==> config.mk <==
export PLATFORM = sky130hd
export DESIGN_NAME = mont_exp_arbiter
export DESIGN_NICKNAME = d
export VERILOG_FILES = /design/src/rtl/mont_exp_pkg.sv /design/src/rtl/rr_arbiter.sv /design/src/rtl/mont_exp_arbiter.sv
export SDC_FILE = /design/constraint.sdc
export NUM_CORES = 1
export LEC_CHECK = 0
export BUFFER_PORTS_ARGS = -buffer_cell sky130_fd_sc_hd__buf_2
export CORE_AREA = 2 2 243 245
export DETAILED_ROUTE_END_ITERATION = 7
export DIE_AREA = 0 0 245 247
export GPL_TIMING_DRIVEN = 0
export PLACE_DENSITY = 0.4
export SETUP_SLACK_MARGIN = 0.02
export SLEW_MARGIN = 10
export SYNTH_ARGS = -nofsm -noshare
export SYNTH_HDL_FRONTEND = slang
export SYNTH_SLANG_ARGS = --single-unit
==> constraint.sdc <==
create_clock -name clk -period 3.7 [get_ports clk]
set_input_delay 0 -clock clk [delete_from_list [all_inputs] [get_ports clk]]
set_output_delay 0 -clock clk [all_outputs]
set_load 0.02 [all_outputs]
==> src/rtl/mont_exp_pkg.sv <==
// Shared types and constants for the montgomery_exp arbiter.
package mont_exp_pkg;

    localparam int unsigned EXP_T_WIDTH    = 5;
    localparam int unsigned MAX_WORD_WIDTH = 64;

    typedef enum logic [1:0] {
        ST_IDLE,
        ST_LOAD,
        ST_RUN,
        ST_RESP
    } state_e;

    // Montgomery radix R = 2**word_width, sized for the widest supported word.
    function automatic logic [MAX_WORD_WIDTH:0] exp_r_value(input int unsigned word_width);
        return (MAX_WORD_WIDTH + 1)'(1) << word_width;
    endfunction

endpackage

==> src/rtl/rr_arbiter.sv <==
// Combinational round-robin picker: first set request at or above ptr, with wrap.
module rr_arbiter #(
    parameter int unsigned NUM_REQ = 4,
    parameter int unsigned ID_W    = $clog2(NUM_REQ)
) (
    input  logic [NUM_REQ-1:0] req,
    input  logic [ID_W-1:0]    ptr,
    input  logic               en,
    output logic [NUM_REQ-1:0] grant_c,
    output logic [ID_W-1:0]    id_c
);

    logic [ID_W-1:0] idx;
    logic            found;

    always_comb begin
        grant_c = '0;
        id_c    = '0;
        idx     = '0;
        found   = 1'b0;
        for (int unsigned i = 0; i < NUM_REQ; i++) begin
            idx = ID_W'((32'(ptr) + i) % NUM_REQ);
            if (en && !found && req[idx]) begin
                grant_c[idx] = 1'b1;
                id_c         = idx;
                found        = 1'b1;
            end
        end
    end

endmodule

==> src/rtl/mont_exp_arbiter.sv <==
// Round-robin sharing of one montgomery_exp unit between NUM_REQ requesters.
// Optional watchdog abort of hung jobs: define MONT_EXP_ARB_WATCHDOG_EN.
module mont_exp_arbiter
    import mont_exp_pkg::*;
#(
    parameter int unsigned WORD_WIDTH     = 32,
    parameter int unsigned NUM_REQ        = 4,
    parameter int unsigned TIMEOUT_CYCLES = 4096
) (
    input  logic                            clk,
    input  logic                            rst_n,
    input  logic [NUM_REQ-1:0]              req_valid,
    output logic [NUM_REQ-1:0]              req_ready,
    input  logic [NUM_REQ*WORD_WIDTH-1:0]   req_m,
    input  logic [NUM_REQ*WORD_WIDTH-1:0]   req_x,
    input  logic [NUM_REQ*WORD_WIDTH-1:0]   req_e,
    input  logic [NUM_REQ*EXP_T_WIDTH-1:0]  req_t,
    output logic [NUM_REQ-1:0]              rsp_valid,
    output logic [WORD_WIDTH-1:0]           rsp_data,
    output logic                            rsp_err,
    output logic                            busy,
    output logic                            exp_reset,
    output logic                            exp_enable,
    input  logic                            exp_done,
    output logic [WORD_WIDTH-1:0]           exp_m,
    output logic [WORD_WIDTH-1:0]           exp_x,
    output logic [WORD_WIDTH-1:0]           exp_e,
    output logic [EXP_T_WIDTH-1:0]          exp_t,
    output logic [WORD_WIDTH:0]             exp_R,
    input  logic [WORD_WIDTH-1:0]           exp_result
);

    localparam int unsigned ID_W = $clog2(NUM_REQ);

    if (NUM_REQ < 2 || NUM_REQ > 8) begin : g_bad_num_req
        $error("mont_exp_arbiter: NUM_REQ must be 2..8");
    end
    if (WORD_WIDTH < 1 || WORD_WIDTH > MAX_WORD_WIDTH) begin : g_bad_width
        $error("mont_exp_arbiter: WORD_WIDTH out of range");
    end
    if (TIMEOUT_CYCLES < 3) begin : g_bad_timeout
        $error("mont_exp_arbiter: TIMEOUT_CYCLES must be at least 3");
    end

    // Per-requester views of the packed operand buses.
    logic [WORD_WIDTH-1:0]  m_arr [NUM_REQ];
    logic [WORD_WIDTH-1:0]  x_arr [NUM_REQ];
    logic [WORD_WIDTH-1:0]  e_arr [NUM_REQ];
    logic [EXP_T_WIDTH-1:0] t_arr [NUM_REQ];

    for (genvar i = 0; i < NUM_REQ; i++) begin : g_unpack
        assign m_arr[i] = req_m[i*WORD_WIDTH +: WORD_WIDTH];
        assign x_arr[i] = req_x[i*WORD_WIDTH +: WORD_WIDTH];
        assign e_arr[i] = req_e[i*WORD_WIDTH +: WORD_WIDTH];
        assign t_arr[i] = req_t[i*EXP_T_WIDTH +: EXP_T_WIDTH];
    end

    state_e                 state_q, state_d;
    logic [ID_W-1:0]        ptr_q, ptr_d;
    logic [ID_W-1:0]        id_q, id_d;
    logic [WORD_WIDTH-1:0]  exp_m_q, exp_m_d;
    logic [WORD_WIDTH-1:0]  exp_x_q, exp_x_d;
    logic [WORD_WIDTH-1:0]  exp_e_q, exp_e_d;
    logic [EXP_T_WIDTH-1:0] exp_t_q, exp_t_d;
    logic                   exp_reset_q, exp_reset_d;
    logic                   exp_enable_q, exp_enable_d;
    logic [NUM_REQ-1:0]     rsp_valid_q, rsp_valid_d;
    logic [WORD_WIDTH-1:0]  rsp_data_q, rsp_data_d;
    logic                   busy_q, busy_d;

    logic [NUM_REQ-1:0]     grant_c;
    logic [ID_W-1:0]        grant_id_c;
    logic                   idle_c;

`ifdef MONT_EXP_ARB_WATCHDOG_EN
    localparam int unsigned           WD_W     = $clog2(TIMEOUT_CYCLES);
    localparam logic [WD_W-1:0]       WD_LIMIT = WD_W'(TIMEOUT_CYCLES - 1);
    logic [WD_W-1:0]                  wd_cnt_q, wd_cnt_d;
    logic [WD_W-1:0]                  wd_inc_c;
    logic                             rsp_err_q, rsp_err_d;

    assign wd_inc_c = wd_cnt_q + WD_W'(1);
    assign rsp_err  = rsp_err_q;
`else
    assign rsp_err  = 1'b0;
`endif

    assign idle_c = (state_q == ST_IDLE);

    rr_arbiter #(
        .NUM_REQ (NUM_REQ),
        .ID_W    (ID_W)
    ) u_rr_arbiter (
        .req     (req_valid),
        .ptr     (ptr_q),
        .en      (idle_c),
        .grant_c (grant_c),
        .id_c    (grant_id_c)
    );

    // Acceptance is same-cycle, so the grant is exposed unregistered.
    assign req_ready = grant_c;

    // Job sequencing; every registered output is computed from the next state.
    always_comb begin
        state_d      = state_q;
        ptr_d        = ptr_q;
        id_d         = id_q;
        exp_m_d      = exp_m_q;
        exp_x_d      = exp_x_q;
        exp_e_d      = exp_e_q;
        exp_t_d      = exp_t_q;
        exp_reset_d  = 1'b0;
        exp_enable_d = 1'b0;
        rsp_valid_d  = '0;
        rsp_data_d   = rsp_data_q;
`ifdef MONT_EXP_ARB_WATCHDOG_EN
        rsp_err_d    = rsp_err_q;
        wd_cnt_d     = wd_cnt_q;
`endif

        unique case (state_q)
            ST_IDLE: begin
                if (|grant_c) begin
                    state_d     = ST_LOAD;
                    id_d        = grant_id_c;
                    exp_m_d     = m_arr[grant_id_c];
                    exp_x_d     = x_arr[grant_id_c];
                    exp_e_d     = e_arr[grant_id_c];
                    exp_t_d     = t_arr[grant_id_c];
                    exp_reset_d = 1'b1;
                end
            end
            ST_LOAD: begin
                state_d      = ST_RUN;
                exp_enable_d = 1'b1;
`ifdef MONT_EXP_ARB_WATCHDOG_EN
                wd_cnt_d     = '0;
`endif
            end
            ST_RUN: begin
                if (exp_done) begin
                    state_d            = ST_RESP;
                    rsp_valid_d[id_q]  = 1'b1;
                    rsp_data_d         = exp_result;
`ifdef MONT_EXP_ARB_WATCHDOG_EN
                    rsp_err_d          = 1'b0;
`endif
                end
`ifdef MONT_EXP_ARB_WATCHDOG_EN
                else if (wd_inc_c == WD_LIMIT) begin
                    state_d            = ST_RESP;
                    rsp_valid_d[id_q]  = 1'b1;
                    rsp_data_d         = '0;
                    rsp_err_d          = 1'b1;
                end
`endif
                else begin
                    exp_enable_d = 1'b1;
`ifdef MONT_EXP_ARB_WATCHDOG_EN
                    wd_cnt_d     = wd_inc_c;
`endif
                end
            end
            ST_RESP: begin
                state_d = ST_IDLE;
                ptr_d   = (id_q == ID_W'(NUM_REQ - 1)) ? '0 : id_q + ID_W'(1);
            end
            default: state_d = ST_IDLE;
        endcase

        busy_d = (state_d != ST_IDLE);
    end

    always_ff @(posedge clk or negedge rst_n) begin
        if (!rst_n) begin
            state_q      <= ST_IDLE;
            ptr_q        <= '0;
            id_q         <= '0;
            exp_m_q      <= '0;
            exp_x_q      <= '0;
            exp_e_q      <= '0;
            exp_t_q      <= '0;
            exp_reset_q  <= 1'b0;
            exp_enable_q <= 1'b0;
            rsp_valid_q  <= '0;
            rsp_data_q   <= '0;
            busy_q       <= 1'b0;
`ifdef MONT_EXP_ARB_WATCHDOG_EN
            rsp_err_q    <= 1'b0;
            wd_cnt_q     <= '0;
`endif
        end else begin
            state_q      <= state_d;
            ptr_q        <= ptr_d;
            id_q         <= id_d;
            exp_m_q      <= exp_m_d;
            exp_x_q      <= exp_x_d;
            exp_e_q      <= exp_e_d;
            exp_t_q      <= exp_t_d;
            exp_reset_q  <= exp_reset_d;
            exp_enable_q <= exp_enable_d;
            rsp_valid_q  <= rsp_valid_d;
            rsp_data_q   <= rsp_data_d;
            busy_q       <= busy_d;
`ifdef MONT_EXP_ARB_WATCHDOG_EN
            rsp_err_q    <= rsp_err_d;
            wd_cnt_q     <= wd_cnt_d;
`endif
        end
    end

    assign exp_m      = exp_m_q;
    assign exp_x      = exp_x_q;
    assign exp_e      = exp_e_q;
    assign exp_t      = exp_t_q;
    assign exp_reset  = exp_reset_q;
    assign exp_enable = exp_enable_q;
    assign rsp_valid  = rsp_valid_q;
    assign rsp_data   = rsp_data_q;
    assign busy       = busy_q;
    assign exp_R      = (WORD_WIDTH + 1)'(exp_r_value(WORD_WIDTH));

endmodule
==> results.json, run 1 <==
{
  "place_congestion": 0.799,
  "tightestPinTransition_ns": 0.674,
  "required_ns": 4.05,
  "max_freq_ghz": 0.288,
  "synth.avg_cell_area_um2": 12.5,
  "crit_type": "reg -> reg",
  "ys_warn_count": 0,
  "hold_viol_final": 0,
  "synth_top_area_cell": "dfrtp_1",
  "path_clk_slew_ns": 0.07,
  "r2r_cells": 11,
  "ctsLongestPathBuffers": 2,
  "ant_nets": 0,
  "yosysMostFrequentCell": "mux2i_1",
  "peakVddDrop_mv": 0.490,
  "p_sw_mw": 6.35,
  "htree_num_levels": 4,
  "rows": 89,
  "yosysTopAreaCellShare_pct": 38.0,
  "vias_per_cell": 3.95,
  "drive_gt1_share_pct": 47.1,
  "power_density_nw_per_um2": 796,
  "die_h_um": 247,
  "grt_pass1_vias": 11100,
  "clock-sinks": 146,
  "power_leakage_nw": 9.48,
  "via_count": 10200,
  "rsz0062_at_grt": "yes",
  "grt_overflow": 0,
  "tns_ns": 0,
  "cts-root-buf": "clkbuf_16",
  "period_share_pct": 94.0,
  "routed_wl_um": 43900,
  "final_cells": 2578,
  "ios": 621,
  "die_x_um": 245,
  "ys_types": 44,
  "async_flop_share_pct": 100,
  "skew_ns": 0.0227,
  "clk_latency_ns": 0.48,
  "synth_edf_count": 0,
  "slew_headroom_pct": 55.0,
  "antenna_found_initial": 1,
  "syn_area_um2": 9600,
  "register_area_um2": 3650,
  "grt_pass1_wl_um": 63400,
  "cp_max_fo": 10,
  "first_pass_iters": 5,
  "start_kind": "register",
  "maxCapViolCount": 0,
  "p_seq_share_pct": 19.9,
  "yosysSeqAreaShare_pct": 38.0,
  "grt_usage_pct": 14.1,
  "area_growth_pct": 89.0,
  "arrival_ns": 3.83,
  "fin_nets": 2247,
  "synth_commonest_cells": "mux2i_1 (306), dfrtp_1 (146), mux2_2 (107)",
  "cts_tree": "done",
  "ys.flop_type": "dfrtp_1",
  "initial_core_util_pct": 16.5,
  "grt_max_degree": 88,
  "hold_class": "in -> async",
  "ys_seq_elements": 146,
  "setup_violations": 0,
  "critPathCaptureType": "register",
  "switching_share_pct": 44.0,
  "drt_iter0_markers": 285,
  "placed_cells": 2160,
  "intPower_mw": 8.09,
  "period_needed_ns": 3.48,
  "drt-wirelength-per-cell_um": 17.0,
  "dp_hpwl_um": 31400,
  "p_comb_share_pct": 67.9,
  "synth.top_cells.by_area": "dfrtp_1 (38%), mux2i_1 (32%), mux2_2 (13%), mux2_4 (5.0%), buf_4 (3.0%)",
  "pwr-share-clk_pct": 12.2,
  "fillers": 5949,
  "cts_buffers": 17,
  "die_area_um2": 60500,
  "syn_inst": 768,
  "portBuffers": 586,
  "drc_errors": 0,
  "final_max_slew_viol_count": 0,
  "status": "completed",
  "multi_input_area_um2": 5510,
  "core_area_um2": 58200
}
==> logic make-up after synthesis <==
| logic type | share of synthesized area (%) |
|---|---|
| compound gates | 2.32 |
| buf+inv | 6.18 |
| simple gates | 1.77 |
| flops | 38.0 |
| mux | 49.9 |
| fa+ha+maj | 1.69 |
| other cells | 0.0782 |
==> metrics by stage <==
| stage | hold WS [ns] | utilization (%) | area, um2 | setup slack, ns | total power, mW |
|---|---|---|---|---|---|
| detailed placement | -0.0284 | 23.5 | 13700 | -0.513 | 12.4 |
| CTS | 0.000153 | 31.1 | 18100 | 0.0231 | 14.7 |
| global route | 0.0216 | 31.2 | 18100 | 0.00958 | 15.5 |
| finish | 0.0224 | 31.2 | 18100 | 0.222 | 14.4 |
| floorplan | -0.296 | - | 9720 | 0.729 | 9.49 |
| global placement | 0.232 | 23.4 | 13600 | -0.534 | 12.3 |
==> final cells by class <==
cell class	count	area share, %
timing repair buffer	972	37.6
multi-input combinational	560	30.3
sequential	146	20.1
tap	773	5.33
buffer	86	3.30
clock buffer	18	2.36
clock inverter	14	0.779
inverter	8	0.165
antenna	1	0.0138
==> layer usage <==
metal	vias up	part of all wire [%]	GRT usage [%]
li1	4806	-	-
met1	4814	39	15.2
met2	447	51	24.5
met3	117	6.1	4.33
met4	0	4.2	7.69
met5	-	0	0
==> final timing paths <==
kind / from / endpoint / slack (ns)
max: ptr_q[0] / exp_e[31] / 0.22
min: rst_n / exp_e[19] / 0.02
max reg2reg: ptr_q[0] / exp_e[31] / 0.22
min reg2reg: exp_x[21] / exp_x[21] / 0.50
max in group asynchronous: rst_n / exp_m[3] / 2.79
min in group clk: req_x[104] / exp_x[8] / 0.04
==> what timing repair did <==
| action | in CTS | in global routing |
|---|---|---|
| setup buffers | 0 | 2 |
| endpoints found under the hold margin | 278 | 0 |
| endpoints found under the setup margin | 101 | 61 |
| gates resized for setup | 9 | 11 |
| hold buffers | 383 | 0 |
==> registers in the layout, indices dropped and copies added (netlist names) <==
signal / count
ptr_q: 2
busy: 1
rsp_data: 32
id_q: 2
exp_t: 5
state_q: 2
exp_x: 32
exp_reset: 1
exp_m: 32
exp_e: 32
rsp_valid: 4
exp_enable: 1
==> power groups by stage <==
stage | clock, mW | combinational [mW] | sequential (mW)
global placement | 0 | 9.45 | 2.88
floorplan | 0 | 5.66 | 3.83
finish | 1.76 | 9.80 | 2.87
detailed placement | 0 | 9.53 | 2.90
global route | 1.93 | 10.6 | 2.99
CTS | 1.88 | 9.92 | 2.88
==> worst max-delay path, cell delays in order (launching register included) <==
cell and delay [ns]:
dfrtp_1 0.38, buf_4 0.22, inv_2 0.09, ha_1 0.37, mux4_2 0.48, o21ai_2 0.09
a31oi_4 0.29, buf_6 0.28, buf_4 0.32, mux2i_1 0.41, mux2i_1 0.12, mux2_2 0.27
==> cells in the final DEF (no fill, tap or decap), types with 2 or more instances in the layout <==
cell type | netlist | layout
buf_2 | 39 | 614
dlygate4sd3_1 | 0 | 383
mux2i_1 | 306 | 304
dfrtp_1 | 146 | 146
mux2_2 | 107 | 107
buf_4 | 38 | 43
conb_1 | 2 | 34
mux2_4 | 32 | 32
clkbuf_16 | 0 | 17
ha_1 | 13 | 13
nor2_1 | 10 | 9
inv_1 | 7 | 7
nand2_1 | 7 | 7
o21ai_0 | 7 | 7
inv_6 | 0 | 6
buf_8 | 3 | 5
clkbuf_4 | 0 | 5
and3_1 | 4 | 4
a21oi_1 | 4 | 4
nor2b_1 | 3 | 3
a32oi_1 | 3 | 3
a31oi_1 | 4 | 3
o211ai_1 | 3 | 3
buf_6 | 2 | 3
buf_1 | 3 | 3
clkinv_4 | 0 | 3
clkbuf_1 | 1 | 2
nand3_1 | 2 | 2
o21a_1 | 2 | 2
mux2i_2 | 0 | 2
clkinv_2 | 0 | 2
inv_8 | 0 | 2
Note: power is estimated with default switching activity, not from simulation.
==> run 2: changes to the inputs <==
Settings changed: GPL_TIMING_DRIVEN 0 to 1.
==> run 2 against run 1 <==
Compared with the run above: global-route usage shrank 1.0 points; critical path depth is 1 lower; fmax increased by 0.75%; critical endpoint is now exp_x[15].
==> results.json, run 2 (same netlist as run 1, synthesis figures left out) <==
{
  "status": "completed",
  "die_h_um": 247,
  "r2r-start": "ptr_q[1]",
  "final_cell_mix": "buf_2 (585), dlygate4sd3_1 (412), mux2i_1 (306)",
  "critPathLaunch": "ptr_q[1]",
  "reg2reg_slack_ns": 0.25,
  "area_growth_pct": 88.7,
  "tns_ns": 0,
  "rsz0062_at_grt": "no",
  "skew_ns": 0.00953,
  "via_count": 10200,
  "slew_headroom_pct": 64.6,
  "ant_nets": 0,
  "drive_gt1_share_pct": 44.6,
  "clock-sinks": 146,
  "ios": 621,
  "cp_max_fo": 33,
  "initial_core_util_pct": 16.5,
  "routed_wl_um": 41000,
  "grt_overflow": 0,
  "period_needed_ns": 3.45,
  "critPathCaptureType": "register",
  "drt-wirelength-per-cell_um": 16.1,
  "required_ns": 4.05,
  "antenna_found_initial": 3,
  "crit_type": "reg -> reg",
  "cts_buffers": 17,
  "clk_latency_ns": 0.47,
  "period_share_pct": 93.3,
  "htree_num_levels": 4,
  "grt_usage_pct": 13.1,
  "power_leakage_nw": 9.35,
  "arrival_ns": 3.81,
  "hold_viol_final": 0,
  "max_freq_ghz": 0.290,
  "drc_errors": 0,
  "setup_violations": 0,
  "die_x_um": 245,
  "final_common_cell": "buf_2",
  "hold_class": "in -> reg",
  "power_mw": 14.3,
  "cts_tree": "done",
  "tightestPinTransition_ns": 0.531,
  "maxCapViolCount": 0,
  "final_max_slew_viol_count": 0,
  "r2r_end": "exp_x[15]",
  "grt_max_degree": 64,
  "fillers": 5932,
  "rows": 89,
  "ctsLongestPathBuffers": 2,
  "die_area_um2": 60500,
  "drt_iter0_markers": 287,
  "power_density_nw_per_um2": 787,
  "grt_pass1_vias": 11100,
  "first_pass_iters": 4,
  "place_congestion": 0.800,
  "portBuffers": 586,
  "core_area_um2": 58200,
  "peakVddDrop_mv": 0.860,
  "fin_nets": 2213,
  "cts-root-buf": "clkbuf_16",
  "path_clk_slew_ns": 0.07,
  "dp_hpwl_um": 27200,
  "start_kind": "register",
  "r2r_cells": 10,
  "grt_pass1_wl_um": 60200,
  "crit_path_end": "exp_x[15]",
  "vias_per_cell": 4.00
}
-- run 2: changes by cell type in the layout (fill, tap and decap cells not counted), sizes merged --
cell | previous run | this run
clkbuf | 24 | 17
dlygate4sd3 | 383 | 412
diode | 1 | 3
clkinvlp | 0 | 1
buf | 669 | 612
clkinv | 5 | 3
bufinv | 1 | 2
-- run 2: area by class of cell --
cell class | count | area, um2 | share of cell area (%)
clock buffers | 17 | 425 | 2.35
repair buffers | 1024 | 7370 | 40.7
flip-flops and latches | 146 | 3650 | 20.2
clock inverters | 14 | 170 | 0.939
diodes | 3 | 7.51 | 0.0414
inverters | 8 | 30.0 | 0.166
well taps | 773 | 967 | 5.34
multi-input cells | 560 | 5500 | 30.3
-- run 2: layer usage --
layer	share of wire (%)	GRT usage (%)	wire, um
met1	37	13.3	15100
met2	53	23.5	21600
met3	5.9	4.31	2430
met4	4.6	7.23	1890
met5	0	0	0
-- run 2: power breakdown --
group | switching (mW) | total (mW) | internal, mW
logic | 4.77 | 9.55 | 4.78
clock network | 0.804 | 1.82 | 1.01
registers | 0.420 | 2.89 | 2.47
-- run 2: stage by stage --
step / instances / utilization, % / setup WS [ns] / cell area, um2 / hold slack (ns)
finish: 2545 / 31.1 / 0.248 / 18100 / 0.0518
detailed placement: 2099 / 23.0 / 0.307 / 13400 / -0.0203
CTS: 2542 / 31.1 / 0.0877 / 18100 / 0.00107
global route: 2544 / 31.1 / 0.0782 / 18100 / 0.0408
floorplan: 800 / - / 0.729 / 9720 / -0.296
global placement: 2099 / 23.0 / 0.354 / 13400 / -0.0227
-- run 2: worst min path at each step --
stage | startpoint | endpoint | slack, ns | depth (start not counted)
floorplan | rst_n | busy | -0.30 | 0
global placement | rst_n | exp_e[13] | -0.02 | 1
detailed placement | rst_n | exp_e[24] | -0.02 | 1
CTS | req_x[83] | exp_x[19] | 0.001 | 4
global route | req_m[24] | exp_m[24] | 0.04 | 4
finish | req_m[24] | exp_m[24] | 0.05 | 4
-- run 2: critical path, stage by stage (launching register included) --
cell and delay, ns:
dfrtp_2 0.46, inv_1 0.11, ha_1 0.36, mux4_2 0.63, o21ai_2 0.20, a31oi_4 0.14
buf_12 0.19, mux2i_1 0.23, dlygate4sd3_1 0.59, mux2i_1 0.08, mux2_2 0.28
-- run 2: timing repair --
item | CTS | global route
endpoints found under the hold margin | 242 | 0
resized for setup | 0 | 2
setup endpoints to repair | 0 | 33
setup buffers | 0 | 0
hold buffers | 412 | 0
